### src/rtl/flash_byte_sequencer.sv
// Flash byte sequencer: fetches one flash word per read access over an Avalon-MM style
// master and serves its byte lanes one at a time, forward or reverse, inside a bounded
// word range with optional looping.
module flash_byte_sequencer #(
  parameter int unsigned                ADDR_WIDTH     = 23,
  parameter int unsigned                BYTES_PER_WORD = 4,
  parameter int unsigned                WORD_DELTA     = 1,
  parameter logic [ADDR_WIDTH-1:0]      START_ADDR     = '0,
  parameter logic [ADDR_WIDTH-1:0]      END_ADDR       = 'h7FFFF
) (
  input  logic                                clk,
  input  logic                                reset_n,
  input  logic                                start,
  input  logic                                restart,
  input  logic                                reverse,
  input  logic                                loop_en,
  input  logic                                byte_ready,
  output logic [7:0]                          byte_out,
  output logic                                byte_valid,
  output logic                                busy,
  output logic                                done,
  output logic [ADDR_WIDTH-1:0]               curr_word,
  output logic [$clog2(BYTES_PER_WORD)-1:0]   curr_byte,
  output logic                                flash_mem_read,
  output logic [ADDR_WIDTH-1:0]               flash_mem_address,
  input  logic                                flash_mem_waitrequest,
  input  logic                                flash_mem_readdatavalid,
  input  logic [8*BYTES_PER_WORD-1:0]         flash_mem_readdata
);

  localparam int unsigned LaneW = $clog2(BYTES_PER_WORD);
  localparam logic [LaneW-1:0]      LastLane = LaneW'(BYTES_PER_WORD - 1);
  localparam logic [ADDR_WIDTH-1:0] Delta    = ADDR_WIDTH'(WORD_DELTA);

  typedef enum logic [2:0] {StIdle, StFetch, StWaitData, StServe, StDone} state_e;

  state_e                       state_q, state_d;
  logic [ADDR_WIDTH-1:0]        word_q, word_d;
  logic [LaneW-1:0]             lane_q, lane_d;
  logic [8*BYTES_PER_WORD-1:0]  data_q, data_d;
  logic                         pend_q, pend_d;

  // State and position registers; reset abandons any outstanding access.
  always_ff @(posedge clk or negedge reset_n) begin
    if (!reset_n) begin
      state_q <= StIdle;
      word_q  <= START_ADDR;
      lane_q  <= '0;
      data_q  <= '0;
      pend_q  <= 1'b0;
    end else begin
      state_q <= state_d;
      word_q  <= word_d;
      lane_q  <= lane_d;
      data_q  <= data_d;
      pend_q  <= pend_d;
    end
  end

  // Next-state, position stepping and range-edge handling.
  always_comb begin
    state_d = state_q;
    word_d  = word_q;
    lane_d  = lane_q;
    data_d  = data_q;
    pend_d  = pend_q;
    unique case (state_q)
      StIdle, StDone: begin
        if (restart) begin
          state_d = StIdle;
          word_d  = START_ADDR;
          lane_d  = '0;
        end else if (start) begin
          state_d = StFetch;
          word_d  = reverse ? END_ADDR : START_ADDR;
          lane_d  = reverse ? LastLane : '0;
        end
      end
      StFetch: begin
        // An in-flight request must still be accepted, so restart is only remembered.
        if (restart) pend_d = 1'b1;
        if (!flash_mem_waitrequest) state_d = StWaitData;
      end
      StWaitData: begin
        if (restart) pend_d = 1'b1;
        if (flash_mem_readdatavalid) begin
          if (restart || pend_q) begin
            state_d = StIdle;
            word_d  = START_ADDR;
            lane_d  = '0;
            pend_d  = 1'b0;
          end else begin
            data_d  = flash_mem_readdata;
            state_d = StServe;
          end
        end
      end
      StServe: begin
        if (restart) begin
          state_d = StIdle;
          word_d  = START_ADDR;
          lane_d  = '0;
        end else if (byte_ready) begin
          if (!reverse) begin
            if (lane_q != LastLane) begin
              lane_d = lane_q + LaneW'(1);
            end else if (word_q == END_ADDR) begin
              if (loop_en) begin
                word_d  = START_ADDR;
                lane_d  = '0;
                state_d = StFetch;
              end else begin
                state_d = StDone;
              end
            end else begin
              word_d  = word_q + Delta;
              lane_d  = '0;
              state_d = StFetch;
            end
          end else begin
            if (lane_q != '0) begin
              lane_d = lane_q - LaneW'(1);
            end else if (word_q == START_ADDR) begin
              if (loop_en) begin
                word_d  = END_ADDR;
                lane_d  = LastLane;
                state_d = StFetch;
              end else begin
                state_d = StDone;
              end
            end else begin
              word_d  = word_q - Delta;
              lane_d  = LastLane;
              state_d = StFetch;
            end
          end
        end
      end
      default: state_d = StIdle;
    endcase
  end

  // Outputs decode directly from registered state so reset clears them at once.
  always_comb begin
    byte_out          = data_q[{lane_q, 3'b000} +: 8];
    byte_valid        = (state_q == StServe);
    busy              = (state_q != StIdle) && (state_q != StDone);
    done              = (state_q == StDone);
    curr_word         = word_q;
    curr_byte         = lane_q;
    flash_mem_read    = (state_q == StFetch);
    flash_mem_address = word_q;
  end

endmodule

### config.mk
export PLATFORM = sky130hd
export DESIGN_NAME = flash_byte_sequencer
export DESIGN_NICKNAME = d
export VERILOG_FILES = /design/src/rtl/flash_byte_sequencer.sv
export SDC_FILE = /design/constraint.sdc
export NUM_CORES = 1
export LEC_CHECK = 0
export ABC_AREA = 0
export BUFFER_PORTS_ARGS = -buffer_cell sky130_fd_sc_hd__buf_2
export CAP_MARGIN = 25
export CORE_MARGIN = 2
export CORE_UTILIZATION = 42
export DETAILED_ROUTE_END_ITERATION = 10
export GPL_TIMING_DRIVEN = 1
export PLACE_DENSITY = 0.65
export SYNTH_ARGS = -nofsm -noshare
export SYNTH_HDL_FRONTEND = slang
export SYNTH_SLANG_ARGS = --single-unit
### constraint.sdc
create_clock -name clk -period 2.9 [get_ports clk]
set_clock_uncertainty 0.05 [all_clocks]
set_input_delay 0.29 -clock clk [delete_from_list [all_inputs] [get_ports clk]]
set_output_delay 0.29 -clock clk [all_outputs]
set_load 0.01 [all_outputs]
# ---- Word-level counts from Yosys, hierarchy flattened
# Index checks and enable logic that the tools add are counted.
dict set report totals {
  reg_bits 61
  out_inout_bits 60
  input_bits 41
  elab_cells 90
}
dict set report op_classes {
  shifts 1
  n_bitwise 1
  muxes 48
  n_reduce_logical 13
  n_addsub 4
  n_eq_ne 18
}
# operator n
set op_table {}
lappend op_table {{$mux 23} 13}
lappend op_table {{$pmux 23 s3} 1}
lappend op_table {{$mux 3} 12}
lappend op_table {{$shiftx 32x6->8} 1}
lappend op_table {{$mux 2} 15}
lappend op_table {{$add 23x1->23 const B} 1}
lappend op_table {{$eq 23x19->1 const B} 1}
lappend op_table {{$logic_not 23->1} 1}
lappend op_table {{$sub 23x1->23 const B} 1}
lappend op_table {{$mux 19} 1}
lappend op_table {{$ne 6x6->1 const B} 2}
lappend op_table {{$pmux 3 s4} 1}
lappend op_table {{$ne 5x5->1 const B} 2}
lappend op_table {{$ne 3x3->1 const B} 3}
lappend op_table {{$reduce_and 9->1} 1}
lappend op_table {{$ne 2x2->1 const B} 4}
lappend op_table {{$ne 4x4->1 const B} 2}
lappend op_table {{$reduce_and 7->1} 1}
lappend op_table {{$eq 3x2->1 const B} 2}
lappend op_table {{$pmux 2 s3} 1}
lappend op_table {{$reduce_and 6->1} 1}
lappend op_table {{$reduce_bool 3->1} 2}
lappend op_table {{$reduce_bool 2->1} 2}
lappend op_table {{$eq 3x1->1 const B} 1}
lappend op_table {{other kinds (11)} 13}

# ---- Longest topological paths before layout
# Gate-level depths: netlist (run 1).
dict set report logic_depth {
  word_depth 7
  depth_mapped 10
  mapped_depth_nobuf 8
}

# ---- Worst setup path before layout (run 1)
# OpenSTA, ideal clock, no wires.
dict set report synth_path {
  path_type {reg-to-reg}
  from {register word_q[0] (netlist: curr_word[0])}
  to {register word_q[11] (netlist: curr_word[11])}
  path_buffers 2
  arrival_time_ps 2506
  t_required_ps 2729
  synth_period_minus_slack_ps 2677
  stages_incl_launch_ff 11
  setup_time_ps 121
  setup_slack_ps 223
  path_cell_list {dfrtp_1 inv_1 ha_1 or3b_1 or4b_4 nor4_4 or4b_1 buf_6 buf_8 a21oi_2 o22a_1}
}
dict set report synth_between {
  elab_chain_len 7
  word_cells_on_any_way 15
  cone_classes {add/sub (2); eq/ne (3); mux (8); reduce/logical (2)}
}
# item line_no
set synth_rtl {}
lappend synth_rtl {{from (decl)} 38} ;# logic [ADDR_WIDTH-1:0] word_q, word_d;
lappend synth_rtl {{from (signal assigned)} 53} ;# word_q <= word_d;
lappend synth_rtl {{$add 23x1->23 (tied with other cells)} 116} ;# word_d = word_q + Delta;
lappend synth_rtl {{$mux 23, on equally long branches} {107, 123}}
lappend synth_rtl {{$mux 23, on equally long branches} {105, 121}}
lappend synth_rtl {{$mux 23} 104} ;# if (!reverse) begin
lappend synth_rtl {{$mux 23} 103} ;# end else if (byte_ready) begin
lappend synth_rtl {{$mux 23} 99} ;# if (restart) begin
lappend synth_rtl {{$pmux 23 s3} 67} ;# unique case (state_q)
# Parallel ways exist; a longest one is shown, timed or not. The select of a mux whose other input is x is not followed.
# A chain may end at the register's enable or synchronous reset.

# ---- Worst setup path in the final report (run 1)
dict set report layout_path {
  from {register word_q[0] (netlist: curr_word[0])}
  to {register word_q[9] (netlist: curr_word[9])}
}
# The elaborated chain is that of the path after synthesis.

==> results of run 1 <==
[state kept, by name (all words and copies together) (netlist names)]
| register | flops |
|---|---|
| curr_word | 23 |
| curr_byte | 2 |
| state_q | 3 |
| pend_q | 1 |
| data_q | 32 |
[where the power goes]
part / switching (mW) / internal, mW
registers: 0.343 / 1.21
clock network: 0.395 / 0.400
logic: 1.44 / 1.23
[path summary, 6_finish.rpt]
| path | slack (ns) | cells after the start | from | to |
|---|---|---|---|---|
| min in group asynchronous | 0.45 | 2 | reset_n | curr_word[17] |
| hold / removal | 0.12 | 2 | flash_mem_readdata[19] | data_q[19] |
| setup reg to reg | 0.13 | 10 | curr_word[0] | curr_word[9] |
| max in group asynchronous | 1.63 | 3 | reset_n | data_q[8] |
| setup / recovery | 0.13 | 10 | curr_word[0] | curr_word[9] |
| hold reg to reg | 0.46 | 1 | data_q[17] | data_q[17] |
[final cells by class]
class | instances | area (um^2) | area share, %
clock inverter | 7 | 75.07 | 1.466
tap | 133 | 166.4 | 3.249
clock buffer | 9 | 123.9 | 2.419
timing repair buffer | 145 | 853.3 | 16.66
sequential | 61 | 1526 | 29.81
inverter | 13 | 48.80 | 0.9528
multi-input combinational | 325 | 2327 | 45.44
[layer usage]
layer | GRT usage, % | part of all wire, % | vias to the layer above
met3 | 4.073 | 7.6 | 26
li1 | - | - | 1890
met2 | 37.50 | 47 | 206
met4 | 10.33 | 2.4 | 0
met1 | 32.30 | 43 | 1995
met5 | 0 | 0 | -
[cells in the mapped netlist, drive strengths merged, types with 2 or more instances]
cell type and n:
clkbuf 25, nor3b 2, a311oi 4, nor2 32, o2bb2ai 2, nor4 13, buf 27, nor3 17
or4b 2, o21ai 32, and3 7, a31oi 8, nand4 7, o22a 8, a21oi 26, and4 4
dfrtp 61, a2bb2oi 3, inv 12, nand3 17, ha 4, nand2 27, a22o 2, or3 4
nor4b 2, o21a 3, and2 3, mux2 33, or2 2, xor2 3, a221oi 2, o31ai 4
nand4b 3, o22ai 3, mux4 8, a22oi 2, nand2b 2, o311ai 4, mux2i 2, xnor2 5
nor2b 3, o31a 4
[repair_timing]
action	4_1_cts	5_1_grt
endpoints found under the setup margin	0	6
resized for setup	0	2
endpoints found under the hold margin	24	0
buffers inserted	0	1
hold buffers	1	0
[logic make-up after synthesis]
kind of cell	share of synthesized area, %
and+or+nand+nor	20.21
AOI/OAI and AO/OA	18.52
muxes	13.56
DFF	36.21
xor gates and xnor gates	1.662
buffers and inverters	8.637
adders and majority gates	1.187
==> results by stage, run 1 <==
Run status:
- The flow ran to the end, and the final reports show no timing, DRC or antenna violations.

Drt:
- Dividing the detail-routed wire length by the instance count gives 18.57 um.
- After detailed routing, the number of remaining DRC violations is 0.
- The count of nets left with antenna violations after detail routing is 0.
- Detailed routing inserted a total of 4,117 vias.
- Dividing the detail-routed via count by the number of cells gives around 5.9.
- The overall routed net length is 12,870 um.
- The first detailed-routing pass took 5 iterations.
- The first routing iteration left 351 violations.

Finish:
- The final non-filler cell total is 693.
- The finished cells cover roughly 5100 um^2.
- The antenna diode count is 0.
- The share of the core filled with cells is 52.39%.
- The leading cell type in the layout, fill and taps excluded is buf_2.
- In the layout the commonest cells are 100 x buf_2, 61 x dfrtp_1, 43 x buf_4.
- Relative to the synthesized area, the layout overhead comes to 21.49%.
- The fill cell total of the finished layout is 950.
- In the final design database the tool counted 600 nets.
- Cells with a size suffix above 1 make up 38.04% of the layout.

Floorplan:
- Pin placement for this block handled 101 I/O pins.
- The floorplan step defined a die boundary enclosing 10,850 um^2.
- The initialized floorplan defines 36 standard-cell rows.
- The chip height is 104.2 um.
- After floorplanning, the core was sized to cover ~9800 um^2.
- The die boundary width is 104.2 um.
- The initial utilization of the core area, before any placement, comes to 43.13%.

Hold path:
- The path class of the tightest hold or removal check is primary input to flip-flop.

Synth:
- The share of the yosys chip area belonging to registers is a little over a third.
- After synthesis the cells add up to roughly 4200 um^2.
- The share of synthesized flip-flops with an asynchronous set or reset is 100.0%.
- The synthesized design contains 61 register bits.
- The fraction of synthesized cell area taken by the top area cell type is approximately 36%.
- The dominant synthesized flop cell is dfrtp_1.
- The post-synth net total is around 500.
- The largest total area in the synthesized netlist belongs to dfrtp_1.
- Yosys mapped a number of flops with a built-in enable equal to 0.
- The average instance in the mapped netlist occupies 9.347 um^2.
- The synthesized instance count is 451.
- After synthesis, the cell types taking the most area are dfrtp_1 36%, mux2_2 8.8%, mux4_2 4.3%, buf_4 4.1%, o21ai_0 3.7%.
- The count of warnings emitted by yosys is 0.
- The synthesized netlist contains 68 unique library cells.

Global routing:
- Summed over all layers, the global routing overflow is 0.
- The number of global-route vias before repair is roughly 4,000.
- The largest net degree at the start of global routing is 27.
- The wire length of the first global-routing pass is 20,620 um.
- The all-layer global routing usage is a little under a quarter.
- The initial antenna violation count is 0.

Timing:
- The final critical path time including I/O delays and setup is 2.766 ns.
- The setup slack after layout is around 0.13 ns.
- In the final timing run, aggregate negative setup slack is 0 ns.
- Setup violations remaining at the end of the flow were counted as 0.
- Setup repair after global routing left no endpoint under its margin.
- The worst-case headroom to the max-slew limit is 57.18%.
- The final count of pins violating max slew is 0.
- The number of hold violations in the final report is 0.
- The slew at the pin closest to its max-slew limit is 0.6423 ns.
- For this run, the top clock speed supported by timing is 361.5 MHz.
- The final hold slack is around 0.12 ns.
- The final critical-path share of the clock period is 95.39%.

Pwr:
- The static power due to leakage is 2.379 nW.
- Power spread over the standard cell area amounts to 980.7 nW/um^2.
- VDD sags by at most 455.7 uV.
- The total power consumption of the routed design is 5.022 mW.

Clock tree:
- Counting every sink on the clock net gives 61.
- The clock passes through at most 2 buffers.
- The H-tree depth is 3.
- The clock transition at the register clock pins on the worst setup and hold paths after CTS is approximately 0.080 ns.
- The clock tree from TritonCTS is done.
- The number of buffers created by CTS is 9.
- For the worst-skew pair, the clock arrives at the later sink with an insertion delay of approximately 0.35 ns.
- The cell sitting at the root of the clock tree is a clkbuf_8.

Critical path:
- Data arrives at the worst endpoint at approximately 3 ns.
- The cell class contributing the biggest share of worst-path delay is simple AND/OR/NAND/NOR gates.
- The setup path with the least slack is of type flip-flop to flip-flop.
- The signal on the critical path passes through inv_1, ha_1, or3b_1, or4b_4, nor4_4, buf_4, nor4b_2, buf_4, o31a_1, o22a_1.
- The maximum net fanout on the critical path is 9.
- The most prevalent standard cell on the critical path is buf_4.
- The maximum cell stage delay along the critical path is 0.54 ns.
- The data required time at the worst endpoint is 3.09 ns.
- The critical path endpoint category is a flip-flop.
- The count of buffering cells on the critical path with inverters included is 3.
- The critical path startpoint category is a flip-flop.
- For this design, the slowest cell found on the critical path is or4b_4.

Placement:
- Once placement completed, the tool counted placed cells totaling 675.
- In this run the cell area measured after placement is 4902 um^2.
- Input and output buffers added on the ports amount to 100.
- The detailed placer's ending HPWL is 9521 um.
- The congestion estimate from routability-driven global placement came to about 0.95.
- The worst slack at placement is ~0.092 ns.

Flow run:
- Across the run, the number of max-cap violations was 0.
No activity file was read; power rests on OpenSTA's default activity.
==> run 2, diff against run 1 <==
- CELL_PAD_IN_SITES_DETAIL_PLACEMENT: not set -> 1
- CELL_PAD_IN_SITES_GLOBAL_PLACEMENT: not set -> 2
- CORE_UTILIZATION: 42 -> 33
- PLACE_DENSITY: 0.65 -> not set
- PLACE_DENSITY_LB_ADDON: not set -> 0.1
==> run 2 against run 1 <==
  * Clock power up 36%
  * Via count rose by 0.32%
  * Non-clock buffer count increased by 18
  * Count of clock-buffer cells in the layout is 1 higher
  * Worst setup slack lost 0.037 ns
  * Critical path type unchanged
  * Largest cell class unchanged
  * Largest power group unchanged
==> results by stage, run 2 (synthesized netlist as in run 1, its figures left out) <==
Critical path:
- The depth of the worst register-to-register path came to 9 (-1).
- Grouping stages by cell kind, the critical path spends the most delay in simple AND/OR/NAND/NOR gates.
- The slack of the worst reg-to-reg path is 0.1 ns (-0.04 ns).
- Among all stages on the critical path, the largest delay is contributed by or4b_4.
- The kind of critical path is flip-flop to flip-flop.
- The maximum cell stage delay along the critical path is 0.54 ns (about the same).
- The worst path arrival time was 2.98 ns (+0.02 ns).
- By instance count, the cell type seen most on the critical path is or4b_4.
- The reg-to-reg critical path endpoint is curr_word[20].
- The critical path endpoint category is a flip-flop.
- The critical path startpoint category is a flip-flop.
- The critical register-to-register path startpoint is curr_word[0].
- The maximum net fanout on the critical path is 10 (+1).
- The data required time at the worst endpoint came to 3.08 ns (about the same).
- The signal on the critical path passes through inv_1, ha_1, or3b_4, or4b_4, nor4_4, or4b_4, buf_4, a21oi_2, o22a_1.
- The count of buffering cells on the critical path with inverters included came to 2 (-1).

Finish:
- The number of flip-flops under the largest register name was 32 (unchanged).
- The fill cell total of the finished layout came to 1,480 (+56%).
- The share of post-route cells with drive strength above 1 is 40.31% (+2.3 points).
- The final non-filler cell total came to 750 (+8.2%).
- Leaving out fill and tap cells, the most frequent cells in the layout are 100 x buf_2, 61 x dfrtp_1, 60 x buf_4.
- The final layout net count was 618 (+3.0%).
- The synthesis-to-layout area growth is 28.67%.
- The antenna diode count came to 0 (unchanged).
- The register ranked first by flip-flop count is data_q.
- Leaving out fill and tap cells, the most frequent cell in the layout is buf_2.

Drt:
- The total routed wire length on the met1 layer came to 6723 um (+21%).
- The initial DRC count was 254 (-28%).
- The total via count in the routed design is 4,130 (+0.32%).
- The average routed wire per standard cell came to 19.95 um (+7.4%).
- The count of nets left with antenna violations after detail routing is 0 (unchanged).
- The uppermost layer routed is met4.
- The overall routed net length was 14,960 um (+16%).
- The DRC violation count after routing came to 0 (unchanged).
- The met2 layer wire length in the routed design came to 7047 um (+17%).
- The detailed-routing iteration count for the pre-antenna-repair pass was 4 (-1).
- The routed length on met3 is 829 um (-15%).
- The post-detailed-route via-to-cell ratio came to 5.507 (-7.3%).

Run status:
- The flow ran to the end, and the final reports show no timing, DRC or antenna violations.

Pwr:
- The total power consumption of the routed design is 5.531 mW (+10%).
- The static power due to leakage came to 2.524 nW (+6.1%).
- The total power per unit cell area is 1020 nW/um^2 (+4.0%).
- The worst vdd rail ir drop came to 426.7 uV (-6.4%).

Timing:
- The sum of negative setup slack is 0 ns (unchanged).
- Setup repair after global routing could not meet its margin everywhere.
- The final critical-path share of the clock period is 96.68% (+1.3 points).
- The maximum achievable frequency is 356.7 MHz (-1.3%).
- The slew at the pin closest to its max-slew limit is 0.7155 ns (+0.07324 ns).
- The final hold slack is 0.1293 ns (+0.01116 ns).
- The number of hold violations in the final report is 0 (unchanged).
- The final critical path time including I/O delays and setup is 2.804 ns (+0.03724 ns).
- The count of endpoints failing setup in the final report is 0 (unchanged).
- The worst-case headroom to the max-slew limit is 52.30% (-4.9 points).
- The final count of pins violating max slew is 0 (unchanged).

Global routing:
- The number of global-route vias before repair was 4,263 (+7.2%).
- The all-layer global routing usage is 23.00% (-0.81 points).
- The initial antenna violation count is 0 (unchanged).
- The wire length of the first global-routing pass is 23,470 um (+14%).
- The largest net degree at the start of global routing was 37 (+37%).
- The overall overflow remaining after global route came to 0 (unchanged).

Floorplan:
- The number of cell rows is 41 (+14%).
- The number of placed I/O pins came to 101 (unchanged).
- The core footprint is 12,570 um^2 (+29%).
- The starting density of the core is 33.54% (-9.6 points).
- The total die area came to 13,690 um^2 (+26%).
- The die boundary width is 117.0 um (+12%).
- The chip height came to 117.0 um (+12%).

Flow run:
- The number of maximum-capacitance violations is 0 (unchanged).

Clock tree:
- The tree is rooted in a clkbuf_16.
- The clock transition at the register clock pins on the worst setup and hold paths after CTS is 0.06 ns (-0.02 ns).
- The sink count of the clock tree is 61 (unchanged).
- The number of buffers between clock root and the deepest sink is 2 (unchanged).
- The clock latency on the worst-skew pair was 0.34 ns (about the same).
- The H-tree depth is 3 (unchanged).
- The number of buffers created by CTS is 9 (unchanged).
- The clock tree from TritonCTS is done.

Placement:
- The total of buffers placed on input and output ports came to 100 (unchanged).
- The detailed placer's ending HPWL is 11,330 um (+19%).
- The cell count after placement is 729 (+8.0%).
- The weighted congestion at the end of routability-driven global placement came to 0.8614 (-9.1%).

Hold path:
- The launch point of the worst hold path is flash_mem_readdata[13].
- The endpoint with the worst hold slack is data_q[13].
- The type of the worst min-delay path is primary input to flip-flop.
- The count of cells along the worst hold path was 2 (unchanged).
-- run 2: through the flow --
step                worst slack, ns  instance area (um^2)  util [%]
finish                      0.09633                  5424     43.16
global route              -0.005766                  5424     43.16
CTS                         0.01475                  5376     42.78
detailed placement        -0.008448                  5070     40.34
global placement            0.06952                  5070     40.34
floorplan                    0.2228                  4215         -
-- run 2: timing repair --
| action | in CTS | in global routing |
|---|---|---|
| pin swaps | 0 | 2 |
| buffers inserted | 0 | 4 |
| resized for setup | 1 | 4 |
| hold endpoints to repair | 25 | 0 |
| hold buffers | 1 | 0 |
| endpoints found under the setup margin | 3 | 8 |
-- run 2: layer usage --
| layer | up-vias | GRT usage, % |
|---|---|---|
| met5 | - | 0 |
| met4 | 0 | 9.961 |
| met3 | 26 | 4.428 |
| met2 | 135 | 36.92 |
| met1 | 2049 | 30.34 |
| li1 | 1920 | - |
-- run 2: layout make-up --
cell class                 count  area (um^2)  share of cell area, %
inverter                      13        48.80                 0.8997
clock buffer                  10        229.0                  4.221
sequential                    61         1526                  28.14
tap                          172        215.2                  3.968
multi-input combinational    325         2349                  43.30
timing repair buffer         163        992.2                  18.29
clock inverter                 6        63.81                  1.176
-- run 2: worst max path at each step --
| stage | from | depth (start not counted) | end | slack, ns |
|---|---|---|---|---|
| 2_1_floorplan | curr_word[0] | 10 | curr_word[11] | 0.22 |
| 3_3_place_gp | curr_word[1] | 9 | curr_word[5] | 0.07 |
| 3_5_place_dp | curr_word[1] | 9 | curr_word[6] | -0.008 |
| 4_1_cts | curr_word[0] | 9 | curr_word[6] | 0.01 |
| 5_1_grt | curr_word[0] | 9 | curr_word[20] | -0.006 |
| 6_report | curr_word[0] | 9 | curr_word[20] | 0.1 |
-- run 2: where the power goes --
group / internal [mW] / total, mW / switching, mW
clock network: 0.663 / 1.08 / 0.420
registers: 1.21 / 1.50 / 0.288
logic: 1.37 / 2.95 / 1.58
total: 3.24 / 5.53 / 2.29
==> run 3, diff against run 2 <==
- CORE_UTILIZATION: 33 -> 35
- RECOVER_POWER: not set -> 100
- clock period: 2.9 -> 3.5 ns (I/O delays scaled with it)
==> run 3 against run 2 <==
  * Critical endpoint is now curr_word[9]
  * Maximum frequency decreased by 9.2%
  * Global-route usage is 0.15 points lower
  * Die area is 5.5% lower
  * Total power decreased by 20%
  * Via count shrank 5.2%
  * Highest routed layer unchanged
  * Clock power is essentially flat
  * The run now ends with capacitance limit, slew limit left
==> results by stage, run 3 (synthesized netlist as in run 1, its figures left out) <==
Timing:
- The maximum achievable frequency is 323.8 MHz (-9.2%).
- The number of hold violations in the final report came to 0 (unchanged).
- The final critical-path share of the clock period came to 88.24% (-8.4 points).
- The count of endpoints failing setup in the final report is 0 (unchanged).
- The final count of pins violating max slew is 68 (+68).
- Setup repair after global routing left no endpoint under its margin.
- The worst-case headroom to the max-slew limit is -36.80% (-89 points).
- The sum of negative setup slack is 0 ns (unchanged).
- The final hold slack is 0.1992 ns (+0.06990 ns).
- The slew at the pin closest to its max-slew limit is 2.052 ns (+1.337 ns).
- The final critical path time including I/O delays and setup is 3.089 ns (+0.2849 ns).

Critical path:
- The critical path goes through nor4_1, nand4_1, nor4b_1, nor4b_1, clkbuf_1, o31a_1, o22a_1.
- STA classifies the critical path endpoint as a flip-flop.
- In this run the worst setup path begins at curr_word[19].
- The slack of the worst reg-to-reg path is 0.41 ns (+0.32 ns).
- The startpoint identified for the worst register-to-register timing path is curr_word[19].
- The data required time at the worst endpoint is 3.67 ns (+0.59 ns).
- The endpoint identified for the worst register-to-register timing path is curr_word[9].
- The maximum net fanout on the critical path is 17 (+7).
- The most prevalent standard cell on the critical path is nor4b_1.
- The cell with the largest stage delay on the worst path is nor4b_1.
- STA classifies the critical path startpoint as a flip-flop.
- The kind of critical path is flip-flop to flip-flop.
- The kind of cell with the highest combined delay along the critical path is simple AND/OR/NAND/NOR gates.
- The count of buffering cells on the critical path with inverters included is 1 (-1).
- The depth of the worst register-to-register path came to 7 (-2).
- The worst path arrival time came to 3.26 ns (+0.28 ns).
- The maximum cell stage delay along the critical path is 0.70 ns (+0.16 ns).

Global routing:
- The number of global-route vias before repair is 4,110 (-3.6%).
- The all-layer global routing usage is 22.85% (-0.15 points).
- The overall overflow remaining after global route is 0 (unchanged).
- The initial antenna violation count was 0 (unchanged).
- The wire length of the first global-routing pass is 22,690 um (-3.3%).
- The largest net degree at the start of global routing is 35 (-5.4%).

Clock tree:
- The clock tree root buffer cell is clkbuf_16.
- The post-cts gate resize count is 0 (-1).
- The clock latency on the worst-skew pair is 0.33 ns (about the same).
- The number of buffers between clock root and the deepest sink is 2 (unchanged).
- The clock tree from TritonCTS is done.
- The clock transition at the register clock pins on the worst setup and hold paths after CTS came to 0.06 ns (about the same).
- The number of buffers added for setup after CTS is 0 (unchanged).
- The number of buffers inserted by hold repair at cts is 0 (-1).
- The sink count of the clock tree is 61 (unchanged).
- The number of buffers created by CTS is 9 (unchanged).
- The H-tree depth came to 3 (unchanged).

Finish:
- Leaving out fill and tap cells, the most frequent cells in the layout are 66 x clkbuf_1, 61 x dfrtp_1, 42 x buf_2.
- The fill cell total of the finished layout is 1,420 (-4.1%).
- The final layout net count was 576 (-6.8%).
- The final non-filler cell total is 683 (-8.9%).
- The register ranked first by flip-flop count is data_q.
- The share of post-route cells with drive strength above 1 is 22.76% (-18 points).
- The area taken by multi-input logic gates is 2321 um^2 (-1.2%).
- The area taken by flip-flops and latches is 1526 um^2 (unchanged).
- Relative to the synthesized area, the layout overhead comes to 18.49%.
- The antenna diode count was 0 (unchanged).
- The number of flip-flops under the largest register name was 32 (unchanged).
- The leading cell type in the layout, fill and taps excluded is clkbuf_1.

Hold path:
- The endpoint with the worst hold slack is data_q[10].
- The count of cells along the worst hold path came to 2 (unchanged).
- The launch point of the worst hold path is flash_mem_readdata[10].
- The type of the worst min-delay path is primary input to flip-flop.

Drt:
- The DRC violation count after routing is 0 (unchanged).
- The detailed-routing iteration count for the pre-antenna-repair pass was 4 (unchanged).
- The initial DRC count is 245 (-3.5%).
- The total via count in the routed design came to 3,916 (-5.2%).
- The count of nets left with antenna violations after detail routing was 0 (unchanged).
- The met2 layer wire length in the routed design is 6873 um (-2.5%).
- The highest layer touched by signal routing is met4.
- The overall routed net length is 14,290 um (-4.5%).
- The total routed wire length on the met1 layer was 6411 um (-4.6%).
- The routed length on met3 is 707 um (-15%).
- The post-detailed-route via-to-cell ratio is 5.734 (+4.1%).
- The average routed wire per standard cell was 20.93 um (+4.9%).

Run status:
- The final reports fail on capacitance limit, slew limit.
- The run finished, with violations left.

Floorplan:
- The core footprint is 11,860 um^2 (-5.6%).
- The number of placed I/O pins is 101 (unchanged).
- The chip height is 113.7 um (-2.8%).
- The number of cell rows is 40 (-2.4%).
- The die boundary width was 113.7 um (-2.8%).
- The starting density of the core is 35.54% (+2.0 points).
- The total die area is 12,940 um^2 (-5.5%).

Placement:
- The total of buffers placed on input and output ports was 100 (unchanged).
- The weighted congestion at the end of routability-driven global placement is 0.8111 (-5.8%).
- The detailed placer's ending HPWL came to 10,560 um (-6.9%).
- The cell count after placement was 667 (-8.5%).

Flow run:
- The number of maximum-capacitance violations was 2 (+2).

Pwr:
- The total power per unit cell area is 884.1 nW/um^2 (-13%).
- The static power due to leakage is 2.096 nW (-17%).
- The total power consumption of the routed design is 4.416 mW (-20%).
- The worst vdd rail ir drop is 417.7 uV (-2.1%).
## run 3: changes by cell type in the layout (fill, tap and decap cells not counted), sizes merged
cell | previous run | this run
buf | 162 | 55
clkbuf | 10 | 77
bufinv | 1 | 3
clkinv | 4 | 2
clkinvlp | 2 | 1
dlygate4sd3 | 1 | 0
## run 3: metrics by stage
stage	utilization [%]	cell area (um^2)	setup slack, ns
final	42.11	4995	0.4114
after floorplan	-	4215	0.8228
after CTS	43.06	5107	0.4250
after global routing	42.11	4995	0.1429
after global placement	40.03	4748	0.5225
after detailed placement	40.03	4748	0.4385
## run 3: worst reg2reg max path, cell delays in order, from the launching register on
cell and delay, ns:
dfrtp_1 0.54, nor4_1 0.48, nand4_1 0.35, nor4b_1 0.71, nor4b_1 0.17, clkbuf_1 0.32, o31a_1 0.19, o22a_1 0.17
## run 3: how the worst max path moves through the flow
stage	endpoint	slack, ns	cells past startpoint
after floorplan	curr_word[11]	0.82	10
after global placement	curr_word[1]	0.52	7
after detailed placement	curr_word[1]	0.44	7
after CTS	curr_word[1]	0.42	7
after global routing	data_q[22]	0.14	3
final	curr_word[9]	0.41	7
## run 3: routing by layer
metal  track usage (%)  vias to the layer above
li1                  -                     1844
met1             29.07                     1949
met2             38.32                      104
met3             5.579                       19
met4             7.480                        0
met5                 0                        -
## run 3: area by class of cell
type	instances	share of cell area, %
Clock buffer	11	5.060
Clock inverter	5	2.129
Inverter	13	0.9770
Multi-Input combinational cell	325	46.47
Sequential cell	61	30.56
Tap cell	147	3.682
Timing Repair Buffer	121	11.12
## run 3: power by group
part / switching [mW] / total [mW] / internal, mW
Clock: 0.342 / 1.08 / 0.736
Sequential: 0.412 / 1.41 / 0.999
Combinational: 1.10 / 1.93 / 0.826
